<file path="config.mk">
export PLATFORM = sky130hd
export DESIGN_NAME = spi_reg_bank
export DESIGN_NICKNAME = d
export VERILOG_FILES = /design/src/rtl/spi_pkg.sv /design/src/rtl/spi_sync_edge.sv /design/src/rtl/spi_reg_bank.sv
export SDC_FILE = /design/constraint.sdc
export NUM_CORES = 1
export LEC_CHECK = 0
export ABC_AREA = 1
export BUFFER_PORTS_ARGS = -buffer_cell sky130_fd_sc_hd__buf_2
export CORE_ASPECT_RATIO = 1.2
export CORE_MARGIN = 3
export CORE_UTILIZATION = 45
export DETAILED_ROUTE_END_ITERATION = 7
export HOLD_SLACK_MARGIN = 0.12
export PLACE_DENSITY_LB_ADDON = 0.25
export SLEW_MARGIN = 40
export SYNTH_ARGS = -nofsm -noshare
export SYNTH_HDL_FRONTEND = slang
export SYNTH_SLANG_ARGS = --single-unit
</file>
<file path="constraint.sdc">
create_clock -name clk -period 2.1 [get_ports clk]
set_input_delay 0.42 -clock clk [delete_from_list [all_inputs] [get_ports clk]]
set_output_delay 0.42 -clock clk [all_outputs]
set_load 0.02 [all_outputs]
</file>
<file path="src/rtl/spi_pkg.sv">
// Shared types and helpers for the SPI register bank: FSM states,
// R/W bit encodings and the frame-width calculation.
package spi_pkg;

    typedef enum logic [2:0] {
        IDLE,
        HDR,
        WDATA,
        RDATA,
        DONE
    } spi_state_t;

    localparam logic WR = 1'b1;
    localparam logic RD = 1'b0;

    function automatic int frame_width(input int addr_w, input int data_w);
        return 1 + addr_w + data_w;
    endfunction

endpackage

</file>
<file path="src/rtl/spi_sync_edge.sv">
// Multi-stage synchroniser for an asynchronous pin with registered
// rise/fall pulses; level is delayed so it lines up with the pulses.
module spi_sync_edge #(
    parameter int STAGES = 2
) (
    input  logic clk,
    input  logic rst,
    input  logic din,
    output logic level,
    output logic rise,
    output logic fall
);

    logic [STAGES-1:0] sync_q;
    logic              prev_q;

    always_ff @(posedge clk) begin
        if (rst) begin
            sync_q <= '0;
            prev_q <= 1'b0;
            rise   <= 1'b0;
            fall   <= 1'b0;
        end else begin
            sync_q <= {sync_q[STAGES-2:0], din};
            prev_q <= sync_q[STAGES-1];
            rise   <= sync_q[STAGES-1] & ~prev_q;
            fall   <= ~sync_q[STAGES-1] & prev_q;
        end
    end

    assign level = prev_q;

endmodule

</file>
<file path="src/rtl/spi_reg_bank.sv">
// SPI mode-0 peripheral exposing a NUM_REGS x DATA_W register bank with
// write-back, read-back over cipo, per-register write strobes and error pulses.
module spi_reg_bank
    import spi_pkg::*;
#(
    parameter int NUM_REGS    = 5,
    parameter int DATA_W      = 8,
    parameter int ADDR_W      = 7,
    parameter int SYNC_STAGES = 2
) (
    input  logic                       clk,
    input  logic                       rst,
    input  logic                       sclk,
    input  logic                       copi,
    input  logic                       ncs,
    output logic                       cipo,
    output logic                       cipo_oe,
    output logic [NUM_REGS*DATA_W-1:0] regs,
    output logic [NUM_REGS-1:0]        wr_stb,
    output logic                       frame_err,
    output logic                       addr_err
);

    localparam int FRAME_W = frame_width(ADDR_W, DATA_W);
    localparam int CNT_W   = $clog2(FRAME_W + 1);
    localparam logic [ADDR_W:0] NUM_REGS_A = (ADDR_W + 1)'(NUM_REGS);

    logic sclk_lvl, sclk_rise_raw, sclk_fall_raw;
    logic copi_lvl, copi_rise, copi_fall;
    logic ncs_lvl, ncs_rise, ncs_fall;
    logic unused_sync;

    spi_sync_edge #(.STAGES(SYNC_STAGES)) u_sync_sclk (
        .clk(clk), .rst(rst), .din(sclk),
        .level(sclk_lvl), .rise(sclk_rise_raw), .fall(sclk_fall_raw)
    );
    spi_sync_edge #(.STAGES(SYNC_STAGES)) u_sync_copi (
        .clk(clk), .rst(rst), .din(copi),
        .level(copi_lvl), .rise(copi_rise), .fall(copi_fall)
    );
    spi_sync_edge #(.STAGES(SYNC_STAGES)) u_sync_ncs (
        .clk(clk), .rst(rst), .din(ncs),
        .level(ncs_lvl), .rise(ncs_rise), .fall(ncs_fall)
    );

    assign unused_sync = ^{sclk_lvl, copi_rise, copi_fall};

    // sclk activity only counts while the chip is selected
    logic sclk_rise, sclk_fall;
    assign sclk_rise = sclk_rise_raw & ~ncs_lvl;
    assign sclk_fall = sclk_fall_raw & ~ncs_lvl;

    spi_state_t          state, state_next;
    logic [CNT_W-1:0]    bit_cnt;
    logic [FRAME_W-1:0]  shift_in;
    logic [FRAME_W-1:0]  shift_next;
    logic [DATA_W-1:0]   shift_out;
    logic [DATA_W-1:0]   rd_word;
    logic [ADDR_W-1:0]   hdr_addr;
    logic                hdr_rw;
    logic                overrun;
    logic [DATA_W-1:0]   bank [NUM_REGS];

    logic                rw_now;
    logic [ADDR_W-1:0]   addr_now;
    logic                hdr_addr_ok;

    assign shift_next  = {shift_in[FRAME_W-2:0], copi_lvl};
    assign rw_now      = shift_next[ADDR_W];
    assign addr_now    = shift_next[ADDR_W-1:0];
    assign hdr_addr_ok = ({1'b0, hdr_addr} < NUM_REGS_A);

    for (genvar g = 0; g < NUM_REGS; g++) begin : g_flat
        assign regs[g*DATA_W +: DATA_W] = bank[g];
    end

    always_comb begin
        rd_word = '0;
        for (int i = 0; i < NUM_REGS; i++) begin
            if (addr_now == ADDR_W'(i)) begin
                rd_word = bank[i];
            end
        end
    end

    always_ff @(posedge clk) begin
        if (rst) begin
            state <= IDLE;
        end else begin
            state <= state_next;
        end
    end

    // Priority: ncs edges override sclk edges arriving in the same cycle
    always_comb begin
        state_next = state;
        if (ncs_fall) begin
            state_next = HDR;
        end else if (ncs_rise) begin
            state_next = IDLE;
        end else if (sclk_rise) begin
            case (state)
                HDR: begin
                    if (bit_cnt == CNT_W'(ADDR_W)) begin
                        state_next = (rw_now == WR) ? WDATA : RDATA;
                    end
                end
                WDATA, RDATA: begin
                    if (bit_cnt == CNT_W'(FRAME_W - 1)) begin
                        state_next = DONE;
                    end
                end
                default: state_next = state;
            endcase
        end
    end

    always_ff @(posedge clk) begin
        if (rst) begin
            bit_cnt   <= '0;
            shift_in  <= '0;
            shift_out <= '0;
            hdr_addr  <= '0;
            hdr_rw    <= RD;
            overrun   <= 1'b0;
            cipo      <= 1'b0;
            cipo_oe   <= 1'b0;
            wr_stb    <= '0;
            frame_err <= 1'b0;
            addr_err  <= 1'b0;
            for (int i = 0; i < NUM_REGS; i++) begin
                bank[i] <= '0;
            end
        end else begin
            wr_stb    <= '0;
            frame_err <= 1'b0;
            addr_err  <= 1'b0;
            if (ncs_fall) begin
                bit_cnt  <= '0;
                shift_in <= '0;
                overrun  <= 1'b0;
                cipo     <= 1'b0;
                cipo_oe  <= 1'b0;
            end else if (ncs_rise) begin
                cipo    <= 1'b0;
                cipo_oe <= 1'b0;
                if (state != IDLE) begin
                    if (state == DONE && !overrun) begin
                        if (!hdr_addr_ok) begin
                            addr_err <= 1'b1;
                        end else if (hdr_rw == WR) begin
                            for (int i = 0; i < NUM_REGS; i++) begin
                                if (hdr_addr == ADDR_W'(i)) begin
                                    bank[i]   <= shift_in[DATA_W-1:0];
                                    wr_stb[i] <= 1'b1;
                                end
                            end
                        end
                    end else begin
                        frame_err <= 1'b1;
                    end
                end
            end else begin
                if (sclk_rise) begin
                    case (state)
                        HDR: begin
                            shift_in <= shift_next;
                            bit_cnt  <= bit_cnt + CNT_W'(1);
                            if (bit_cnt == CNT_W'(ADDR_W)) begin
                                hdr_rw   <= rw_now;
                                hdr_addr <= addr_now;
                                if (rw_now == RD) begin
                                    shift_out <= rd_word;
                                    cipo_oe   <= 1'b1;
                                end
                            end
                        end
                        WDATA, RDATA: begin
                            shift_in <= shift_next;
                            bit_cnt  <= bit_cnt + CNT_W'(1);
                        end
                        DONE:    overrun <= 1'b1;
                        default: ;
                    endcase
                end
                if (sclk_fall && state == RDATA) begin
                    cipo      <= shift_out[DATA_W-1];
                    shift_out <= {shift_out[DATA_W-2:0], 1'b0};
                end
            end
        end
    end

endmodule

</file>
==> results of run 1 <==
-- critical path: cells and delay by family (launching register included) --
kind | cells | cell delay, ns
AOI/OAI and AO/OA | 1 | 0.49
and+or+nand+nor | 4 | 0.85
DFF | 1 | 0.35
-- layer usage --
| metal | vias to the layer above | part of all wire [%] | track usage, % |
|---|---|---|---|
| met5 | - | 0 | 0 |
| li1 | 1562 | - | - |
| met4 | 0 | 1.8 | 6.78 |
| met1 | 1438 | 41 | 22.0 |
| met3 | 11 | 4.6 | 5.52 |
| met2 | 86 | 53 | 35.1 |
-- logic make-up after synthesis --
| family | synth area share [%] |
|---|---|
| compound gates | 9.89 |
| flops | 59.8 |
| simple gates | 22.4 |
| buf+inv | 7.25 |
| fa+ha+maj | 0.650 |
-- power by group --
group          switching (mW)  internal, mW
Clock                   0.632         0.663
Sequential             0.0205          1.95
Combinational           0.116        0.0469
Total                   0.768          2.66
-- what timing repair did --
action                     CTS  global route
setup buffers                0             0
hold buffers                 0             0
gates resized for setup      0             2
setup endpoints to repair    0            19
-- area by class of cell --
class,instances,area [um2],area share (%)
inverter,63,236,5.23
multi-input combinational,270,1270,28.2
sequential,95,2300,51.0
clock inverter,5,60.1,1.33
tap,114,143,3.16
timing repair buffer,63,340,7.53
clock buffer,11,163,3.60
-- cell usage in the layout, fill, tap and decap left out, drive strengths merged --
master  synthesis  layout
a31oi           2       2
nand3          43      43
a21oi          40      40
edfxtp         40      40
nand4           3       3
nand2          76      76
clkbuf          6      11
buf             4      63
ha              2       2
clkinv          1       2
o22ai           1       1
dfxtp          55      55
o21ai          27      27
a211oi          1       1
nor2           60      60
nor3           13      13
a21boi          1       1
bufinv          0       1
inv            62      65
o21bai          1       1
-- registers in the layout, summed over array words and instances (netlist names), 3 cells and up --
signal	cells
bit_cnt	5
wr_stb	5
shift_out	8
hdr_addr	7
shift_in	8
bank	40
state	3
-- through the flow --
step / instances / total power [mW] / instance area, um2
floorplan: 438 / 2.12 / 3850
global placement: 605 / 2.18 / 4290
detailed placement: 605 / 2.18 / 4290
CTS: 621 / 3.46 / 4510
global route: 621 / 3.58 / 4520
finish: 621 / 3.43 / 4520
-- how the worst min path moves through the flow --
stage	from	end	slack [ns]	cells after the start
after floorplan	u_sync_copi.sync_q[1]	u_sync_copi.level	0.39	2
after global placement	u_sync_sclk.sync_q[0]	u_sync_sclk.sync_q[1]	0.39	2
after detailed placement	u_sync_ncs.sync_q[0]	u_sync_ncs.sync_q[1]	0.39	2
after CTS	sclk	u_sync_sclk.sync_q[0]	0.23	3
after global routing	sclk	u_sync_sclk.sync_q[0]	0.22	3
final	sclk	u_sync_sclk.sync_q[0]	0.25	3
-- synth_stat cells (all sizes together) --
cell type	number	share of area (%)
o21ai	27	3.5
ha	2	0.65
a21boi	1	0.20
inv	62	6.0
o21bai	1	0.20
nand2	76	7.5
nand4	3	0.81
nor3	13	2.0
clkbuf	6	0.59
buf	4	0.52
a31oi	2	0.33
edfxtp	40	31
o22ai	1	0.16
nor2	60	6.4
dfxtp	55	29
a211oi	1	0.20
clkinv	1	0.097
a21oi	40	5.3
nand3	43	5.7
==> impl_results.rst, run 1 <==
.. list-table::
   :header-rows: 1

   * - Metric
     - Value
   * - Classification of the worst-slack hold path
     - in -> reg
   * - Post-synth design cell area
     - 3850 um2
   * - Global route overflow
     - 0
   * - Syn avg cell area
     - 8.78 um2
   * - Tightest hold margin
     - 0.249 ns
   * - Detailed-placement wirelength estimate
     - 6700 um
   * - Post-synthesis net count
     - 445
   * - Total negative slack for setup checks
     - 0 ns
   * - Kind of start point of the critical path
     - register
   * - Synth unique cells
     - 28
   * - ANT nets after route
     - 0
   * - Power per Cell Area
     - 759 nW/um2
   * - Max Cap Violations
     - 0
   * - Number of clock sinks
     - 95
   * - Maximum number of pins on one net before global-route repair
     - 24
   * - Clock Latency Late Sink
     - 0.37 ns
   * - Reg-to-reg startpoint
     - state[0]
   * - FF+latch count, synth
     - 95
   * - Number of global-route vias before repair
     - 2998
   * - RSZ-0062 raised after global routing
     - yes
   * - Post-layout net count
     - 509
   * - Synthesis Warnings
     - 0
   * - Highest fanout seen on the critical path
     - 10
   * - Number of antenna violations at the first check in global routing
     - 0
   * - Final routed wirelength across all metal layers
     - 8780 um
   * - Ordered cell list for the critical path
     - nor2_2, nand3_2, nor3_4, nand4_2, a21oi_1
   * - Routed wire per std cell
     - 14.1 um
   * - Die height
     - 107 um
   * - Outcome
     - completed
   * - TritonCTS clock tree
     - done
   * - Overall track demand over capacity in global routing
     - 19.5%
   * - Crit path setup slack, layout
     - 0.153 ns
   * - Setup violations, final
     - 0
   * - Clock transition time at the flip-flop clock pins of the worst setup and hold paths
     - 0.09 ns
   * - Effective utilization at floorplan
     - 46.7%
   * - Fin. Hold Viols
     - 0
   * - Setup Crit Path Kind
     - reg -> reg
   * - Endpoint of the worst register-to-register path
     - bank[0][17]
   * - Drt initial violations
     - 187
   * - CP startpoint
     - state[0]
   * - Vias per Instance
     - 4.99
   * - Required time at the worst-slack endpoint
     - 2.21 ns
   * - DRC violations left
     - 0
   * - Die area
     - 9700 um2
   * - Slew HR
     - 58.9%
   * - Placeable Area
     - 8240 um2
   * - Number of buffers added on ports
     - 53
   * - Width of the chip
     - 90.4 um
   * - Max Fclk
     - 0.514 GHz
   * - Signal arrival time at the worst endpoint
     - 2.05 ns
   * - Final core utilization
     - 54.8%
   * - Ratio of cells with drive above 1 in the final layout
     - 19.3%
   * - CTS Root Buffer Type
     - clkbuf_8
   * - Number of instances in the synthesized netlist
     - 438
   * - Proportion of synthesized chip area in sequential cells
     - 59.8%
   * - Peak ir drop on the vdd network
     - 0.000403 V
   * - CTS Buf Count
     - 9
   * - Number of iterations in the first detailed-routing pass
     - 6
   * - Count of pins over their slew limit
     - 0
   * - Via count
     - 3097
   * - Worst setup endpoint
     - bank[0][17]
   * - FP Rows
     - 36
   * - Final Cycle Share
     - 92.7%
   * - Global-route wire length before repair
     - 14500 um
   * - Worst clock skew
     - 0.0149 ns
   * - Highest cell delay on the worst timing path
     - 0.49 ns
   * - DP Worst Slack
     - 0.146 ns
   * - Number of cell instances on the worst register-to-register path
     - 5
   * - Deepest clock path buffer count
     - 2
   * - Weighted congestion reported at the end of routability-driven placement
     - 0.850
   * - Number of top-level design ports
     - 54
   * - Slew at the pin closest to its max-slew limit
     - 0.615 ns
   * - # fillers
     - 777
   * - Time the worst path needs with I/O delays and setup
     - 1.95 ns
   * - Static leakage
     - 2.01 nW
   * - Category of the worst setup path capture point
     - register
   * - Diodes inserted
     - 0
   * - H-tree Lvls
     - 3
   * - Post-synthesis to final-layout area growth
     - 17.4%
   * - Register-to-register setup slack
     - 0.15 ns
   * - Cell with the largest stage delay on the worst path
     - a21oi_1
No activity file was read; power rests on OpenSTA's default activity.
==> run 2, diff against run 1 <==
Settings changed: PLACE_DENSITY set to 0.66, PLACE_DENSITY_LB_ADDON 0.25 to not set.
==> impl_results.rst, run 2 (synthesized netlist as in run 1, its figures left out) <==
.. list-table::
   :header-rows: 1

   * - Metric
     - Value
   * - Weighted congestion reported at the end of routability-driven placement
     - 0.887 (was 0.850)
   * - Ratio of cells with drive above 1 in the final layout
     - 18.1% (was 19.3%)
   * - Worst clock skew
     - 0.0108 ns (was 0.0149 ns)
   * - Beginning of the worst hold path
     - copi (was sclk)
   * - Classification of the worst-slack hold path
     - in -> reg (unchanged)
   * - TritonCTS clock tree
     - done (unchanged)
   * - Ordered cell list for the critical path
     - nor2_1, inv_1, a21oi_1, nand3_1, nand2_1, nor2_2, a21oi_1 (was nor2_2, nand3_2, nor3_4, nand4_2, a21oi_1)
   * - Worst path bufs/invs
     - 1 (was 0)
   * - Setup violations, final
     - 0 (unchanged)
   * - Overall track demand over capacity in global routing
     - 18.5% (was 19.5%)
   * - Total negative slack for setup checks
     - 0 ns (unchanged)
   * - Fin. Hold Viols
     - 0 (unchanged)
   * - FP Rows
     - 36 (unchanged)
   * - Required time at the worst-slack endpoint
     - 2.19 ns (was 2.21 ns)
   * - Final routed wirelength across all metal layers
     - 8500 um (was 8780 um)
   * - CTS Root Buffer Type
     - clkbuf_8 (unchanged)
   * - Routed wire per std cell
     - 13.8 um (was 14.1 um)
   * - Number of antenna violations at the first check in global routing
     - 0 (unchanged)
   * - Crit path setup slack, layout
     - 0.145 ns (was 0.153 ns)
   * - Maximum number of pins on one net before global-route repair
     - 24 (unchanged)
   * - CP startpoint
     - hdr_addr[0] (was state[0])
   * - Number of top-level design ports
     - 54 (unchanged)
   * - Vias per Instance
     - 4.99 (about the same)
   * - Post-layout net count
     - 506 (was 509)
   * - Width of the chip
     - 90.4 um (unchanged)
   * - Max Cap Violations
     - 0 (unchanged)
   * - RSZ-0062 raised after global routing
     - no (was yes)
   * - Placeable Area
     - 8240 um2 (unchanged)
   * - Reg-to-reg startpoint
     - hdr_addr[0] (was state[0])
   * - Cell family with most CP delay
     - compound AO/OA/AOI/OAI gates (was simple AND/OR/NAND/NOR gates)
   * - Die height
     - 107 um (unchanged)
   * - Max Fclk
     - 0.511 GHz (was 0.514 GHz)
   * - Final cell area excluding filler cells
     - 4470 um2 (was 4520 um2)
   * - Clock Latency Late Sink
     - 0.35 ns (was 0.37 ns)
   * - Deepest clock path buffer count
     - 2 (unchanged)
   * - Slew HR
     - 56.7% (was 58.9%)
   * - Placement-stage cell area
     - 4270 um2 (was 4290 um2)
   * - Static leakage
     - 1.99 nW (was 2.01 nW)
   * - Count of pins over their slew limit
     - 0 (unchanged)
   * - Total power draw
     - 3.36 mW (was 3.43 mW)
   * - Via count
     - 3086 (was 3097)
   * - Cell with the largest stage delay on the worst path
     - a21oi_1 (unchanged)
   * - Placed cell count
     - 602 (was 605)
   * - Max FFs per register
     - 40 (unchanged)
   * - Detailed-placement wirelength estimate
     - 6490 um (was 6700 um)
   * - CP most frequent cell
     - a21oi_1
   * - Setup Crit Path Kind
     - reg -> reg (unchanged)
   * - DP Worst Slack
     - 0.127 ns (was 0.146 ns)
   * - Number of iterations in the first detailed-routing pass
     - 4 (was 6)
   * - DRC violations left
     - 0 (unchanged)
   * - Post-CTS setup buffer count
     - 0 (unchanged)
   * - Clock transition time at the flip-flop clock pins of the worst setup and hold paths
     - 0.09 ns (about the same)
   * - Drt initial violations
     - 132 (was 187)
   * - Signal arrival time at the worst endpoint
     - 2.05 ns (about the same)
   * - H-tree Lvls
     - 3 (unchanged)
   * - Diodes inserted
     - 0 (unchanged)
   * - Post-synthesis to final-layout area growth
     - 16.2% (was 17.4%)
   * - Time the worst path needs with I/O delays and setup
     - 1.96 ns (was 1.95 ns)
   * - Largest registers ranked by flip-flop count
     - bank: 40 flops, shift_in: 8 flops, shift_out: 8 flops (unchanged)
   * - Highest fanout seen on the critical path
     - 8 (was 10)
   * - ANT nets after route
     - 0 (unchanged)
   * - Global-route wire length before repair
     - 14000 um (was 14500 um)
   * - Highest cell delay on the worst timing path
     - 0.38 ns (was 0.49 ns)
   * - Number of clock sinks
     - 95 (unchanged)
   * - Commonest non-fill, non-tap cell in the layout
     - nand2_1 (unchanged)
   * - Kind of start point of the critical path
     - register (unchanged)
   * - Effective utilization at floorplan
     - 46.7% (unchanged)
   * - Cells resized by post-CTS repair
     - 0 (unchanged)
   * - Final Cycle Share
     - 93.1% (was 92.7%)
   * - Outcome
     - completed (unchanged)
   * - Category of the worst setup path capture point
     - register (unchanged)
   * - Power per Cell Area
     - 751 nW/um2 (was 759 nW/um2)
   * - Peak ir drop on the vdd network
     - 0.000367 V (was 0.000403 V)
   * - Post-route insts no fill
     - 618 (was 621)
   * - Number of global-route vias before repair
     - 2914 (was 2998)
   * - CTS Buf Count
     - 9 (unchanged)
   * - Global route overflow
     - 0 (unchanged)
   * - Slew at the pin closest to its max-slew limit
     - 0.648 ns (was 0.615 ns)
   * - Number of buffers added on ports
     - 53 (unchanged)
   * - Register with the highest flop count
     - bank (unchanged)
   * - Number of buffers added to fix hold violations after cts
     - 0 (unchanged)
   * - Most frequent cells in the layout
     - nand2_1 (75), inv_1 (58), dfxtp_1 (55) (was nand2_1 (75), inv_1 (57), dfxtp_1 (55))
   * - Die area
     - 9700 um2 (unchanged)
run 2: path summary, 6_finish.rpt:
check | end | slack, ns | cells past startpoint
worst max-delay path | bank[0][32] | 0.14 | 7
worst max register to register | bank[0][32] | 0.14 | 7
worst min-delay path | u_sync_copi.sync_q[0] | 0.26 | 3
worst min register to register | u_sync_sclk.sync_q[1] | 0.41 | 2
run 2: report_power, final:
group	leakage, nW	internal (mW)	switching [mW]	total [mW]
sequential	0.862	1.95	0.0204	1.97
clock	0.111	0.623	0.602	1.22
combinational	1.02	0.0462	0.114	0.161
total	1.99	2.62	0.737	3.36
run 2: through the flow:
step	util (%)	hold WS, ns
after floorplan	-	0.388
after global placement	51.7	0.389
after detailed placement	51.7	0.398
after CTS	54.3	0.246
after global routing	54.3	0.252
final	54.3	0.264
run 2: cell type report:
cell class / instances / area [um2]
Fill cell: 771 / 3770
Sequential cell: 95 / 2300
Inverter: 63 / 236
Multi-Input combinational cell: 270 / 1270
Clock buffer: 11 / 153
Clock inverter: 5 / 53.8
Timing Repair Buffer: 60 / 318
Tap cell: 114 / 143
run 2: metal layers:
layer | GRT usage [%] | routed length (um)
met1 | 21.5 | 3580
met2 | 33.1 | 4390
met3 | 3.78 | 335
met4 | 7.88 | 187
met5 | 0 | 0
run 2: worst register-to-register path: stages, from the launching register on:
cell and delay, ns:
dfxtp_1 0.34, nor2_1 0.19, inv_1 0.08, a21oi_1 0.31
nand3_1 0.20, nand2_1 0.12, nor2_2 0.09, a21oi_1 0.38
